$ cat config.mk
export PLATFORM = sky130hd
export DESIGN_NAME = imu_frame_assembler
export DESIGN_NICKNAME = d
export VERILOG_FILES = /design/src/rtl/imu_frame_assembler.sv
export SDC_FILE = /design/constraint.sdc
export NUM_CORES = 1
export LEC_CHECK = 0
export BUFFER_PORTS_ARGS = -buffer_cell sky130_fd_sc_hd__buf_2
export CORE_UTILIZATION = 31
export DETAILED_ROUTE_END_ITERATION = 8
export PLACE_DENSITY = 0.52
export SLEW_MARGIN = 20
export SYNTH_ARGS = -nofsm -noshare
export SYNTH_HDL_FRONTEND = slang
export SYNTH_SLANG_ARGS = --single-unit
$ cat constraint.sdc
create_clock -name clk -period 4.05 [get_ports clk]
set_input_delay 0.2025 -clock clk [delete_from_list [all_inputs] [get_ports clk]]
set_output_delay 0.2025 -clock clk [all_outputs]
set_load 0.1 [all_outputs]
$ cat src/rtl/imu_frame_assembler.sv
// Packs a 12-byte IMU sample stream into the 96-bit word consumed by the physics core,
// publishing only while the core is idle and optionally removing static accel X/Y bias.
module imu_frame_assembler #(
   parameter int TIMEOUT_CYCLES = 1000,
   parameter bit CAL_EN         = 1'b1,
   parameter int CAL_LOG2       = 4
) (
   input  logic        clk,
   input  logic        reset,
   input  logic [7:0]  in_byte,
   input  logic        in_valid,
   output logic        in_ready,
   input  logic        hold,
   output logic [95:0] data,
   output logic        data_valid,
   output logic [15:0] frame_count,
   output logic [7:0]  err_count,
   output logic        calibrated
);

   localparam int CNT_W = $clog2(TIMEOUT_CYCLES + 1);
   localparam int ACC_W = 16 + CAL_LOG2;
   localparam logic [CNT_W-1:0] CNT_LAST = CNT_W'(TIMEOUT_CYCLES - 1);

   typedef enum logic [1:0] {IDLE, COLLECT, PENDING} state_t;

   state_t state_q, state_d;
   logic [3:0]          byte_idx_q, byte_idx_d;
   logic [95:0]         frame_q, frame_d;
   logic [CNT_W-1:0]    cnt_q, cnt_d;
   logic [95:0]         data_q, data_d;
   logic                valid_q, valid_d;
   logic [15:0]         fcount_q, fcount_d;
   logic [7:0]          err_q, err_d;
   logic [ACC_W-1:0]    acc_x_q, acc_x_d, acc_y_q, acc_y_d;
   logic [15:0]         bias_x_q, bias_x_d, bias_y_q, bias_y_d;
   logic                cal_q, cal_d;
   logic [CAL_LOG2-1:0] cal_cnt_q, cal_cnt_d;

   logic        ready, accept, publish, timeout_hit;
   logic [15:0] raw_x, raw_y;
   logic [16:0] diff_x, diff_y;
   logic [ACC_W-1:0] sum_x, sum_y;
   logic [95:0] out_frame;

   function automatic logic [15:0] sat17(input logic [16:0] d);
      if (d[16] != d[15]) return d[16] ? 16'h8000 : 16'h7FFF;
      return d[15:0];
   endfunction

   always_ff @(posedge clk or negedge reset) begin
      if (!reset) state_q <= IDLE;
      else        state_q <= state_d;
   end

   always_comb begin
      state_d = state_q;
      unique case (state_q)
         IDLE, COLLECT: begin
            if (accept)           state_d = (byte_idx_q == 4'd11) ? PENDING : COLLECT;
            else if (timeout_hit) state_d = IDLE;
         end
         PENDING: if (!hold) state_d = IDLE;
         default: state_d = IDLE;
      endcase
   end

   // A byte arriving on the timeout edge takes priority, so the frame survives.
   always_comb begin
      ready       = (state_q != PENDING);
      accept      = in_valid && ready;
      publish     = (state_q == PENDING) && !hold;
      timeout_hit = (state_q == COLLECT) && !accept && (cnt_q == CNT_LAST);
   end

   always_comb begin
      byte_idx_d = byte_idx_q;
      frame_d    = frame_q;
      cnt_d      = '0;
      if (accept) begin
         byte_idx_d = (byte_idx_q == 4'd11) ? 4'd0 : byte_idx_q + 4'd1;
         for (int k = 0; k < 12; k++)
            if (byte_idx_q == 4'(k)) frame_d[95-8*k -: 8] = in_byte;
      end else if (timeout_hit) begin
         byte_idx_d = 4'd0;
      end else if (state_q == COLLECT) begin
         cnt_d = cnt_q + CNT_W'(1);
      end
   end

   // Bias correction is evaluated at 17 bits so extreme inputs clip instead of wrapping.
   always_comb begin
      raw_x     = frame_q[47:32];
      raw_y     = frame_q[31:16];
      diff_x    = {raw_x[15], raw_x} - {bias_x_q[15], bias_x_q};
      diff_y    = {raw_y[15], raw_y} - {bias_y_q[15], bias_y_q};
      sum_x     = acc_x_q + {{CAL_LOG2{raw_x[15]}}, raw_x};
      sum_y     = acc_y_q + {{CAL_LOG2{raw_y[15]}}, raw_y};
      out_frame = frame_q;
      if (CAL_EN && cal_q) begin
         out_frame[47:32] = sat17(diff_x);
         out_frame[31:16] = sat17(diff_y);
      end
   end

   always_comb begin
      data_d    = publish ? out_frame : data_q;
      valid_d   = publish;
      fcount_d  = fcount_q + 16'(publish);
      err_d     = (timeout_hit && err_q != 8'hFF) ? err_q + 8'd1 : err_q;
      acc_x_d   = acc_x_q;
      acc_y_d   = acc_y_q;
      bias_x_d  = bias_x_q;
      bias_y_d  = bias_y_q;
      cal_d     = cal_q;
      cal_cnt_d = cal_cnt_q;
      if (CAL_EN && publish && !cal_q) begin
         acc_x_d   = sum_x;
         acc_y_d   = sum_y;
         cal_cnt_d = cal_cnt_q + CAL_LOG2'(1);
         if (cal_cnt_q == '1) begin
            bias_x_d = sum_x[ACC_W-1:CAL_LOG2];
            bias_y_d = sum_y[ACC_W-1:CAL_LOG2];
            cal_d    = 1'b1;
         end
      end
   end

   always_ff @(posedge clk or negedge reset) begin
      if (!reset) begin
         byte_idx_q <= '0;
         frame_q    <= '0;
         cnt_q      <= '0;
         data_q     <= '0;
         valid_q    <= 1'b0;
         fcount_q   <= '0;
         err_q      <= '0;
         acc_x_q    <= '0;
         acc_y_q    <= '0;
         bias_x_q   <= '0;
         bias_y_q   <= '0;
         cal_q      <= 1'b0;
         cal_cnt_q  <= '0;
      end else begin
         byte_idx_q <= byte_idx_d;
         frame_q    <= frame_d;
         cnt_q      <= cnt_d;
         data_q     <= data_d;
         valid_q    <= valid_d;
         fcount_q   <= fcount_d;
         err_q      <= err_d;
         acc_x_q    <= acc_x_d;
         acc_y_q    <= acc_y_d;
         bias_x_q   <= bias_x_d;
         bias_y_q   <= bias_y_d;
         cal_q      <= cal_d;
         cal_cnt_q  <= cal_cnt_d;
      end
   end

   assign in_ready    = ready;
   assign data        = data_q;
   assign data_valid  = valid_q;
   assign frame_count = fcount_q;
   assign err_count   = err_q;
   assign calibrated  = CAL_EN ? cal_q : 1'b1;

endmodule

# Word level (Yosys, flattened, before mapping)
# Index checks and enable logic that the tools add are counted.
[word_totals]
ff_bits = 310
inputBits = 12
output_inout_bits = 123
wordCells = 104
[classes]
n_addsub = 9
eq_ne = 21
n_mux = 22
reduce_logical = 27
[ops]
columns = ["op", "n"]
rows = [
  ["two-way mux 16 bit", 6],
  ["adder 20 bit", 2],
  ["subtractor 16 x 16 -> 17 bit", 2],
  ["two-way mux 32 bit", 1],
  ["two-way mux 10 bit", 3],
  ["AND reduction 2 bit", 14],
  ["equality test 4 bit (second input constant)", 5],
  ["adder 16 x 1 -> 16 bit", 1],
  ["equality test 4 x 3 -> 1 bit (second input constant)", 4],
  ["two-way mux 4 bit", 3],
  ["adder 10 x 1 -> 10 bit (second input constant)", 1],
  ["equality test 10 bit (second input constant)", 1],
  ["adder 4 x 1 -> 4 bit (second input constant)", 2],
  ["adder 8 x 1 -> 8 bit (second input constant)", 1],
  ["equality test 4 x 2 -> 1 bit (second input constant)", 2],
  ["two-way mux 2 bit", 4],
  ["!= test 8 bit (second input constant)", 1],
  ["logical AND 1 bit", 6],
  ["equality test 4 x 1 -> 1 bit (second input constant)", 1],
  ["logical NOT 4 bit", 1],
  ["two-way mux 1 bit", 4],
  ["!= test 2 bit (second input constant)", 2],
  ["case mux 2 bit (2 select lines)", 1],
  ["logical NOT 1 bit", 3],
  ["7 further kinds", 8],
]

# Depth between registers and ports, before layout
# Gate-level depths: netlist of the first run.
[logic_depth]
ltp_word = 8
depth_mapped = 19
mapped_depth_nobuf = 17

# Least setup slack after synthesis of the first run
# No wires, ideal clock.
[synth_path]
kind = "register to register"
from = "register frame_q[17]"
to = "register data_q[22], in the netlist data[22]"
arrival_ps = 3508
required_time_ps = 3967
setup_slack_ps = 460
path_stages_with_launch = 18
path_buffers = 2
synth_period_minus_slack_ps = 3590
cell_sequence = "dfrtp_1 > ha_1 > nor2b_1 > o21ai_0 > a21boi_0 > o211ai_1 > nand3_1 > a41oi_1 > o21bai_1 > a21oi_1 > xnor2_1 > ha_1 > buf_1 > o22ai_1 > a41oi_1 > buf_2 > o22ai_1 > o21ai_0"
[synth_via]
elab_chain_cells = 6
[synth_lines]
columns = ["element", "line", "text"]
rows = [
  ["from (decl)", "29", "logic [95:0] frame_q, frame_d;"],
  ["from (signal assigned)", "146", "frame_q <= frame_d;"],
  ["subtractor 16 x 16 -> 17 bit (*)", "96", "diff_y = {raw_y[15], raw_y} - {bias_y_q[15], bias_y_q};"],
  ["!= test 1 bit", "47", "if (d[16] != d[15]) return d[16] ? 16'h8000 : 16'h7FFF;"],
  ["two-way mux 1 bit", "47", ""],
  ["two-way mux 1 bit", "100", "if (CAL_EN && cal_q) begin"],
  ["two-way mux 16 bit (*)", "48", "return d[15:0];"],
  ["two-way mux 32 bit (*)", "100", ""],
  ["to (signal assigned)", "148", "data_q <= data_d;"],
  ["to (decl)", "31", "logic [95:0] data_q, data_d;"],
]
# Every way passes the cells marked *; elsewhere a longest branch is shown, timed or not. The select of a mux whose other input is x is not followed.
# A chain may end at the register's enable or synchronous reset.

# Final worst setup path of the first run
[layout_path]
from = "register frame_q[17]"
to = "register data_q[24], in the netlist data[24]"
# The elaborated chain is that of the path after synthesis.

==> key figures, run 1 <==
Power and ir drop
  • Leak: 8.93 nW
  • Power per standard cell area: about 690 nW/um^2
  • Clock group share of total power: 0.262
  • Comb pwr share: 0.409
  • Pint: 0.00755 W
  • Sequential Power Share: 0.329
  • Power Total: about 0.013 W
  • VDD IR max: just under 0.3 mV
  • Switching power: 0.00500 W
  • Net Sw Frac: 0.399

Floorplanning
  • Core Area: approximately 49,000 sq um
  • Row cnt: between 80 and 90
  • Width of the chip: 225 um
  • Starting Density: 0.315
  • Die area: 50,600 sq um
  • I/O Pins: 135
  • Die Span Y: 225 um

Clocking
  • CTS H-tree lvls: 2
  • Clock transition at path regs: approximately 0.060 ns
  • Worst-case clock buffer depth: 3
  • CTS tree: done
  • CTS Sinks: 310
  • Root buf cell: clkbuf_16
  • Num CTS Buffers: 35
  • Clock Latency Late Sink: 0.53 ns

Yosys
  • Netlist cell types: 56
  • Gate Count Post-Synth: 1,560
  • Seq cells post-synth: 310
  • YS warnings: 0
  • Most used flip-flop cell after synthesis: dfrtp_1
  • Post-synthesis sequential area ratio: 0.504
  • Async SR Flop Fraction: 1.00
  • Syn_nets: ~1,700
  • Synthesized cell area: 15,400 sq um
  • Synthesized area per cell: 9.87 sq um
  • Number of synthesized flops with an enable pin: 0

Critical path
  • Cell Chain, Critical Path: ha_1 > nor2b_1 > o21ai_0 > a21boi_0 > o211ai_1 > nand3_1 > a41oi_1 > o21bai_1 > a21oi_1 > xnor2_1 > ha_1 > o22ai_1 > a41oi_1 > buf_4 > o22ai_1 > o21ai_0
  • Top Family by Delay on Critical Path: compound AO/OA/AOI/OAI gates
  • CP peak stage delay: 0.47 ns
  • R2R Path End: data[24]
  • Reg-to-Reg Start: frame_q[17]
  • Startpoint Class: register
  • Worst Setup SP: frame_q[17]
  • CP Depth: 16
  • CP arrival: between 4 and 5 ns
  • WP buf/inv: 1
  • Setup slack, reg-to-reg: 0.32 ns
  • Critical path endpoint category: register
  • Setup crit end: data[24]
  • R2R depth: 16
  • Worst Path Max Fanout: 13
  • Worst EP required: 4.49 ns
  • Crit path kind: register to register
  • Slowest-stage cell, CP: dfrtp_1

Routing
  • Remaining routing DRC violations: 0
  • Vias: 11,600
  • Vias/cell: 4.86
  • ANT nets after route: 0
  • Wire length per cell: 16.5 um
  • Initial DRC count: 663
  • Initial DRT Pass Iterations: 5
  • Final wirelength: roughly 39,000 um

STA
  • RSZ-0062 raised after global routing: no
  • Final hold vios: 0
  • Fin worst setup slack: 0.325 ns
  • Worst slew pin tran: approximately 0.97 ns
  • Minimum clock period: between 3 and 4 ns
  • Max frequency: 268 MHz
  • Tcrit/Tclk final: 0.920
  • Hold slack final: 0.0647 ns
  • Relative slew slack: 0.351
  • Setup TNS: 0 ns
  • Layout Skew: between 0.015 and 0.02 ns
  • Finish-stage setup viols: 0
  • Count of pins over their slew limit: 0

Cells and area
  • Most common cell after layout, fill and taps aside: nand2_1
  • Most frequent cells in the layout: nand2_1 (359), dfrtp_1 (310), buf_2 (133), o21ai_0 (130), mux2_2 (97)
  • Final #Nets: roughly 1,800
  • Fill count: between 4,000 and 5,000
  • # diodes: 0
  • Area growth from synthesis to layout: 17.3%
  • Share of layout cells above drive strength 1: 0.184

Placed design
  • Pre-CTS setup slack: 0.280 ns
  • HPWL after detailed placement: roughly 27,000 um
  • PortBufs: 134
  • Routability cong.: 0.858

Job
  • Max Cap Viol: 0

GRT
  • Tot GR Track Use: 0.156
  • Vias in the first global route: ~11,000
  • Global-route wire length before repair: roughly 63,000 um
  • Largest net degree at the start of global routing: 125
  • GR Overflow Total: 0
  • Antenna violations before repair: 1

Min path
  • Hold Crit Class: primary input to register

Status
  • Run status: finished, final reports clean
[routing by layer]
metal	vias up	global-route usage	routed length [um]
li1	5620	-	-
met1	5683	0.210	18200
met2	199	0.261	18700
met3	58	0.0248	1530
met4	0	0.0399	800
met5	-	0	0
[how the worst min path moves through the flow]
stage                     start              to  slack (ns)  cells after the start
after detailed placement  reset  frame_count[9]        0.37                      1
after CTS                  hold      state_q[1]        0.03                      3
after global routing       hold      state_q[1]        0.07                      3
after global placement    reset  frame_count[9]        0.38                      1
final                      hold      state_q[1]        0.06                      3
after floorplan           reset      acc_x_q[0]       -0.09                      0
[metrics by stage]
step,util,std cells,cell area (sq um)
2_1_floorplan,-,1560,15400
4_1_cts,0.369,2381,18100
6_report,0.369,2381,18100
5_1_grt,0.369,2381,18100
3_3_place_gp,0.344,2317,16900
3_5_place_dp,0.344,2317,16900
[sequential cells by signal, summed over array words and instances, names as in the netlist]
| name | cells |
|---|---|
| cnt_q | 10 |
| data | 96 |
| frame_q | 96 |
| data_valid | 1 |
| cal_cnt_q | 4 |
| calibrated | 1 |
| state_q | 2 |
| bias_x_q | 16 |
| byte_idx_q | 4 |
| err_count | 8 |
| acc_x_q | 20 |
| acc_y_q | 20 |
| frame_count | 16 |
| bias_y_q | 16 |
[worst reg2reg max path, stage by stage, from the launching register on]
cell and delay, ns:
dfrtp_1 0.47, ha_1 0.32, nor2b_1 0.13, o21ai_0 0.19, a21boi_0 0.22, o211ai_1 0.31, nand3_1 0.13, a41oi_1 0.30
o21bai_1 0.09, a21oi_1 0.25, xnor2_1 0.11, ha_1 0.31, o22ai_1 0.08, a41oi_1 0.23, buf_4 0.26, o22ai_1 0.10
o21ai_0 0.15
[cells by family (layout without fill, tap and decap cells)]
logic type,after synthesis,after routing,share of synthesized area
muxes,98,98,0.0716
buffers and inverters,115,272,0.0282
AOI/OAI and AO/OA,328,328,0.126
xor gates and xnor gates,92,92,0.0528
adders and majority gates,85,85,0.0710
and+or+nand+nor,532,532,0.147
DFF,310,310,0.504
[synth_stat cells (11+ instances only)]
master | n | area share
o21ai_0 | 131 | 0.043
xor2_1 | 32 | 0.018
ha_1 | 81 | 0.066
nand4_1 | 11 | 0.0045
o21bai_1 | 12 | 0.0058
a21oi_1 | 79 | 0.026
nor2_1 | 62 | 0.015
nand2_1 | 360 | 0.088
mux2_2 | 97 | 0.071
clkbuf_1 | 53 | 0.013
dfrtp_1 | 310 | 0.50
nor3_1 | 16 | 0.0052
o21a_1 | 12 | 0.0058
and3_1 | 18 | 0.0073
inv_1 | 57 | 0.014
xnor2_1 | 59 | 0.034
a21o_1 | 25 | 0.012
nand3_1 | 20 | 0.0065
[layout make-up]
class                      instances  area [sq um]  share of cell area
clock inverter                     9           143             0.00789
clock buffer                      53          1050              0.0583
sequential                       310          7760               0.429
inverter                          58           221              0.0123
multi-input combinational       1135          7220               0.400
timing repair buffer             152           846              0.0468
tap                              664           831              0.0460
[power by group through the flow]
stage / sequential, W / clock (W) / combinational [W]
global route: 0.00421 / 0.00350 / 0.00565
CTS: 0.00414 / 0.00338 / 0.00514
floorplan: 0.00492 / 0 / 0.00313
global placement: 0.00418 / 0 / 0.00504
detailed placement: 0.00419 / 0 / 0.00511
finish: 0.00413 / 0.00329 / 0.00513
[repair_timing]
item                                    4_1_cts  5_1_grt
endpoints found under the setup margin        0        5
resized for setup                             0        2
setup buffers                                 0        0
hold endpoints to repair                    121        0
hold buffers                                  2        0
No activity file was read; power rests on OpenSTA's default activity.
==> inputs of run 2 (changes only) <==
CELL_PAD_IN_SITES_DETAIL_PLACEMENT = 0   (was unset)
CELL_PAD_IN_SITES_GLOBAL_PLACEMENT = 1   (was unset)
PLACE_DENSITY = 0.62   (was 0.52)
==> key figures, run 2 (synthesis gave the netlist of run 1 again) <==
Critical path
  • Worst Path Max Fanout: 12 (was 13)
  • CP arrival: 4.10 ns (was 4.17 ns)
  • Startpoint Class: register (unchanged)
  • Worst EP required: 4.44 ns (was 4.49 ns)
  • Critical path endpoint category: register (unchanged)
  • Crit path kind: register to register (unchanged)

Routing
  • Top layer in use: met5 (was met4)
  • Routed wl met2: 18,900 um (was 18,700 um)
  • Wire length per cell: 17.0 um (was 16.5 um)
  • Vias: 11,500 (was 11,600)
  • Wl on met1: 19,300 um (was 18,200 um)
  • Remaining routing DRC violations: 0 (unchanged)
  • Initial DRC count: 717 (was 663)
  • Met3 wire len: 1430 um (was 1530 um)
  • Final wirelength: 40,600 um (was 39,200 um)
  • Initial DRT Pass Iterations: 4 (was 5)
  • ANT nets after route: 0 (unchanged)
  • Vias/cell: 4.81 (was 4.86)

Power and ir drop
  • Net Sw Frac: 0.402 (was 0.399)
  • Pint: 0.00757 W (was 0.00755 W)
  • Leak: 8.93 nW (about the same)
  • VDD IR max: 0.317 mV (was 0.297 mV)
  • Switching power: 0.00510 W (was 0.00500 W)
  • Sequential Power Share: 0.325 (was 0.329)
  • Power per standard cell area: 701 nW/um^2 (was 694 nW/um^2)
  • Clock group share of total power: 0.249 (was 0.262)
  • Comb pwr share: 0.425 (was 0.409)

Clocking
  • Worst-case clock buffer depth: 3 (unchanged)
  • CTS tree: done (unchanged)
  • Root buf cell: clkbuf_16 (unchanged)
  • CTS H-tree lvls: 2 (unchanged)
  • Num CTS Buffers: 35 (unchanged)
  • CTS Sinks: 310 (unchanged)
  • Clock transition at path regs: 0.06 ns (about the same)
  • Clock Latency Late Sink: 0.52 ns (was 0.53 ns)

STA
  • RSZ-0062 raised after global routing: no (unchanged)
  • Finish-stage setup viols: 0 (unchanged)
  • Fin worst setup slack: 0.344 ns (was 0.325 ns)
  • Worst slew pin tran: 0.949 ns (was 0.974 ns)
  • Minimum clock period: 3.71 ns (was 3.73 ns)
  • Layout Skew: 0.0109 ns (was 0.0194 ns)
  • Final hold vios: 0 (unchanged)
  • Max frequency: 270 MHz (was 268 MHz)
  • Tcrit/Tclk final: 0.915 (was 0.920)
  • Count of pins over their slew limit: 0 (unchanged)
  • Relative slew slack: 0.367 (was 0.351)

Floorplanning
  • I/O Pins: 135 (unchanged)
  • Starting Density: 0.315 (unchanged)
  • Die area: 50,600 sq um (unchanged)
  • Core Area: 49,000 sq um (unchanged)
  • Die Span Y: 225 um (unchanged)
  • Width of the chip: 225 um (unchanged)
  • Row cnt: 81 (unchanged)

GRT
  • Tot GR Track Use: 0.163 (was 0.156)
  • Antenna violations before repair: 4 (was 1)
  • GR Overflow Total: 0 (unchanged)
  • Global-route wire length before repair: 64,400 um (was 62,800 um)
  • Vias in the first global route: 11,600 (was 11,400)
  • Largest net degree at the start of global routing: 123 (was 125)

Cells and area
  • Post-layout util: 0.369 (about the same)
  • Share of layout cells above drive strength 1: 0.185 (was 0.184)
  • Final #Nets: 1,793 (was 1,789)
  • Area growth from synthesis to layout: 17.4% (was 17.3%)
  • Most frequent cells in the layout: nand2_1 (359), dfrtp_1 (310), buf_2 (133), o21ai_0 (130), mux2_2 (97) (unchanged)
  • Fill count: 4,941 (was 4,928)
  • Most common cell after layout, fill and taps aside: nand2_1 (unchanged)

Placed design
  • HPWL after detailed placement: 28,000 um (was 27,200 um)
  • Routability cong.: 0.837 (was 0.858)
  • Pre-CTS setup slack: -0.138 ns (was 0.280 ns)
  • PortBufs: 134 (unchanged)

Status
  • Run status: finished, final reports clean (unchanged)

Job
  • Max Cap Viol: 0 (unchanged)

Min path
  • Hold Crit Class: primary input to register (unchanged)
run 2: changes by cell type in the layout (fill, tap and decap cells not counted), sizes merged:
cell      delta
clkbuf       -4
bufinv       -1
buf          +4
clkinv       +2
diode        +1
clkinvlp     -1
inv          +2
run 2: metrics by stage:
step / instance area [sq um] / TNS, ns / std cells / total power [W] / hold WS, ns
3_5_place_dp: 16900 / -0.657 / 2319 / 0.00930 / 0.374
3_3_place_gp: 16900 / -0.0317 / 2319 / 0.00927 / 0.370
2_1_floorplan: 15400 / 0 / 1560 / 0.00805 / -0.0931
5_1_grt: 18100 / 0 / 2383 / 0.0135 / 0.0512
6_report: 18100 / 0 / 2384 / 0.0127 / 0.0500
4_1_cts: 18000 / 0 / 2381 / 0.0126 / 0.0262
run 2: final timing paths:
| kind | from | endpoint | slack, ns | cells after the start |
|---|---|---|---|---|
| max | bias_y_q[1] | data[27] | 0.34 | 18 |
| min | hold | state_q[1] | 0.05 | 3 |
| max reg2reg | bias_y_q[1] | data[27] | 0.34 | 18 |
| min reg2reg | frame_q[81] | data[81] | 0.46 | 2 |
| max in group asynchronous | reset | acc_y_q[5] | 2.67 | 3 |
| min in group asynchronous | reset | frame_count[8] | 0.34 | 2 |
run 2: power groups by stage:
stage               clock network, W  logic, W  registers, W
floorplan                          0   0.00313       0.00492
detailed placement                 0   0.00512       0.00418
global placement                   0   0.00510       0.00417
finish                       0.00316   0.00539       0.00412
global route                 0.00337   0.00595       0.00422
CTS                          0.00326   0.00521       0.00414
run 2: layer usage:
metal  up-vias  global-route usage
li1       5607                   -
met1      5601               0.221
met2       197               0.269
met3        57              0.0229
met4         2              0.0481
met5         -                   0
run 2: cell type report:
type	count	area [sq um]	area share
inverters	58	218	0.0120
flip-flops and latches	310	7760	0.429
clock buffers	49	1010	0.0558
repair buffers	156	901	0.0498
clock inverters	11	124	0.00685
diodes	1	2.50	0.000138
multi-input cells	1135	7240	0.400
well taps	664	831	0.0459
run 2: repair_timing:
item,in CTS,in global routing
endpoints found under the setup margin,13,13
pin swaps,0,0
gates resized for setup,1,2
setup buffers,0,2
hold endpoints to repair,121,0
hold buffers,2,0
run 2: critical path, cell delays in order, from the launching register on:
cell	delay [ns]
dfrtp_1	0.37
inv_1	0.10
ha_1	0.23
nor2b_1	0.13
o21ai_0	0.19
a21boi_0	0.18
o211ai_1	0.28
nand3_1	0.14
a41oi_1	0.33
o21bai_1	0.10
a21oi_1	0.25
xnor2_1	0.17
ha_1	0.28
o22ai_1	0.27
a41oi_4	0.06
buf_12	0.19
buf_4	0.13
a21oi_1	0.10
o21ai_0	0.10
==> inputs of run 3 (changes only) <==
PLACE_DENSITY = 0.64   (was 0.62)
clock period = 3.1 ns   (was 4.05 ns; I/O delays follow)
==> key figures, run 3 (synthesis gave the netlist of run 1 again) <==
Cells and area
  • Post-layout util: 0.388 (was 0.369)
  • Area occupied by multi-input gates: 7500 sq um (was 7240 sq um)
  • Final #Nets: 1,857 (was 1,793)
  • Register area: 7760 sq um (about the same)
  • Most frequent cells in the layout: nand2_1 (359), dfrtp_1 (308), buf_2 (133), o21ai_0 (106), mux2_2 (97) (was nand2_1 (359), dfrtp_1 (310), buf_2 (133), o21ai_0 (130), mux2_2 (97))
  • # diodes: 0 (was 1)
  • Fill count: 4,895 (was 4,941)
  • Most common cell after layout, fill and taps aside: nand2_1 (unchanged)
  • Share of layout cells above drive strength 1: 0.243 (was 0.185)
  • Fin cells: 2,451 (was 2,384)
  • Area growth from synthesis to layout: 23.3% (was 17.4%)

Routing
  • Wire length per cell: 16.7 um (was 17.0 um)
  • Vias/cell: 4.76 (was 4.81)
  • ANT nets after route: 0 (unchanged)
  • Remaining routing DRC violations: 0 (unchanged)
  • Initial DRT Pass Iterations: 5 (was 4)
  • Initial DRC count: 647 (was 717)
  • Final wirelength: 40,800 um (was 40,600 um)
  • Vias: 11,700 (was 11,500)

Clocking
  • Clock transition at path regs: 0.06 ns (about the same)
  • CTS H-tree lvls: 2 (unchanged)
  • Worst-case clock buffer depth: 3 (unchanged)
  • CTS tree: done (unchanged)
  • Root buf cell: clkbuf_16 (unchanged)
  • Clock Latency Late Sink: 0.53 ns (was 0.52 ns)
  • Num CTS Buffers: 36 (was 35)
  • CTS Sinks: 310 (unchanged)

GRT
  • Global-route wire length before repair: 64,800 um (was 64,400 um)
  • Antenna violations before repair: 1 (was 4)
  • Largest net degree at the start of global routing: 101 (was 123)
  • Met1 usage: 0.222 (was 0.221)
  • Gr busiest metal: met2 (unchanged)
  • GR Overflow Total: 0 (unchanged)
  • GR Util met3: 0.0306 (was 0.0229)
  • M2 GR Usage: 0.260 (was 0.269)
  • Vias in the first global route: 11,600 (about the same)
  • Tot GR Track Use: 0.162 (was 0.163)

STA
  • Worst slew pin tran: 0.787 ns (was 0.949 ns)
  • RSZ-0062 raised after global routing: yes (was no)
  • Relative slew slack: 0.473 (was 0.367)
  • Final hold vios: 0 (unchanged)
  • Max frequency: 317 MHz (was 270 MHz)
  • Layout Skew: 0.0129 ns (was 0.0109 ns)
  • Fin worst setup slack: -0.0586 ns (was 0.344 ns)
  • Minimum clock period: 3.16 ns (was 3.71 ns)
  • Count of pins over their slew limit: 0 (unchanged)
  • Tcrit/Tclk final: 1.02 (was 0.915)
  • Finish-stage setup viols: 8 (was 0)

Placed design
  • Routability cong.: 0.831 (was 0.837)
  • HPWL after detailed placement: 28,200 um (was 28,000 um)
  • PortBufs: 134 (unchanged)
  • Placed Instances: 2,366 (was 2,319)

Power and ir drop
  • VDD IR max: 0.556 mV (was 0.317 mV)
  • Power per standard cell area: 971 nW/um^2 (was 701 nW/um^2)
  • Leak: 9.36 nW (was 8.93 nW)

Critical path
  • Setup slack, reg-to-reg: -0.06 ns (was 0.34 ns)
  • Worst Path Max Fanout: 6 (was 12)
  • Critical path endpoint category: register (unchanged)
  • CP arrival: 3.54 ns (was 4.10 ns)
  • Startpoint Class: register (unchanged)
  • Crit path kind: register to register (unchanged)
  • Worst EP required: 3.48 ns (was 4.44 ns)

Status
  • Run status: finished, violations left (was finished, final reports clean)
  • Failing checks: negative setup slack

Floorplanning
  • Die area: 50,600 sq um (unchanged)
  • Width of the chip: 225 um (unchanged)
  • Starting Density: 0.315 (unchanged)
  • I/O Pins: 135 (unchanged)
  • Row cnt: 81 (unchanged)
  • Core Area: 49,000 sq um (unchanged)
  • Die Span Y: 225 um (unchanged)

Min path
  • Hold Crit Class: primary input to register (unchanged)

Job
  • Max Cap Viol: 0 (unchanged)
run 3: cell type report:
type	count	area share
sequential	310	0.409
clock buffer	57	0.0607
timing repair buffer	219	0.0738
tap	664	0.0437
clock inverter	8	0.00665
multi-input combinational	1135	0.395
inverter	58	0.0115
run 3: final timing paths:
check,startpoint,endpoint,cells after the start
worst min register to register,frame_q[55],data[55],2
min in group asynchronous,reset,frame_count[15],2
worst max register to register,frame_q[16],data[22],18
max in group asynchronous,reset,data[49],3
worst min-delay path,in_byte[1],frame_q[1],2
worst max-delay path,frame_q[16],data[22],18
run 3: critical path, stage by stage, from the launching register on:
cell       delay (ns)
dfrtp_1          0.39
inv_1            0.07
ha_2             0.21
inv_1            0.06
fa_2             0.33
a21o_1           0.19
a21oi_2          0.16
o21ai_2          0.09
o2111ai_2        0.10
a31oi_2          0.14
o21ai_2          0.17
nand2_1          0.06
nand2_1          0.09
ha_1             0.25
o22ai_2          0.20
a41oi_4          0.08
clkbuf_16        0.22
o22ai_1          0.13
o21ai_1          0.08
run 3: stage by stage:
| stage | setup TNS (ns) | hold WS (ns) | setup slack, ns | instance area [sq um] | total power [W] |
|---|---|---|---|---|---|
| floorplan | 0 | -0.141 | 0.0110 | 15400 | 0.0107 |
| global placement | -2.24 | 0.264 | -0.218 | 17300 | 0.0126 |
| detailed placement | -3.84 | 0.269 | -0.339 | 17300 | 0.0127 |
| CTS | -0.0933 | 0.214 | -0.0171 | 18700 | 0.0177 |
| global route | -3.09 | 0.221 | -0.250 | 19000 | 0.0196 |
| finish | -0.156 | 0.232 | -0.0586 | 19000 | 0.0184 |
run 3: routing by layer:
layer,share of wire,wire (um),vias up
met3,0.044,1800,55
met5,0,0,-
met4,0.021,874,0
met2,0.46,18700,208
met1,0.48,19400,5652
li1,-,-,5744
run 3: power breakdown:
part           total (W)  switching, W  internal [W]
combinational    0.00859       0.00498       0.00361
sequential       0.00535      0.000553       0.00479
clock            0.00450       0.00170       0.00280
run 3: what timing repair did:
item / CTS / global route
resized for setup: 12 / 64
cloned: 0 / 1
endpoints found under the hold margin: 100 / 0
pin swaps: 3 / 37
hold buffers: 3 / 0
buffers inserted: 5 / 11
setup endpoints to repair: 22 / 48
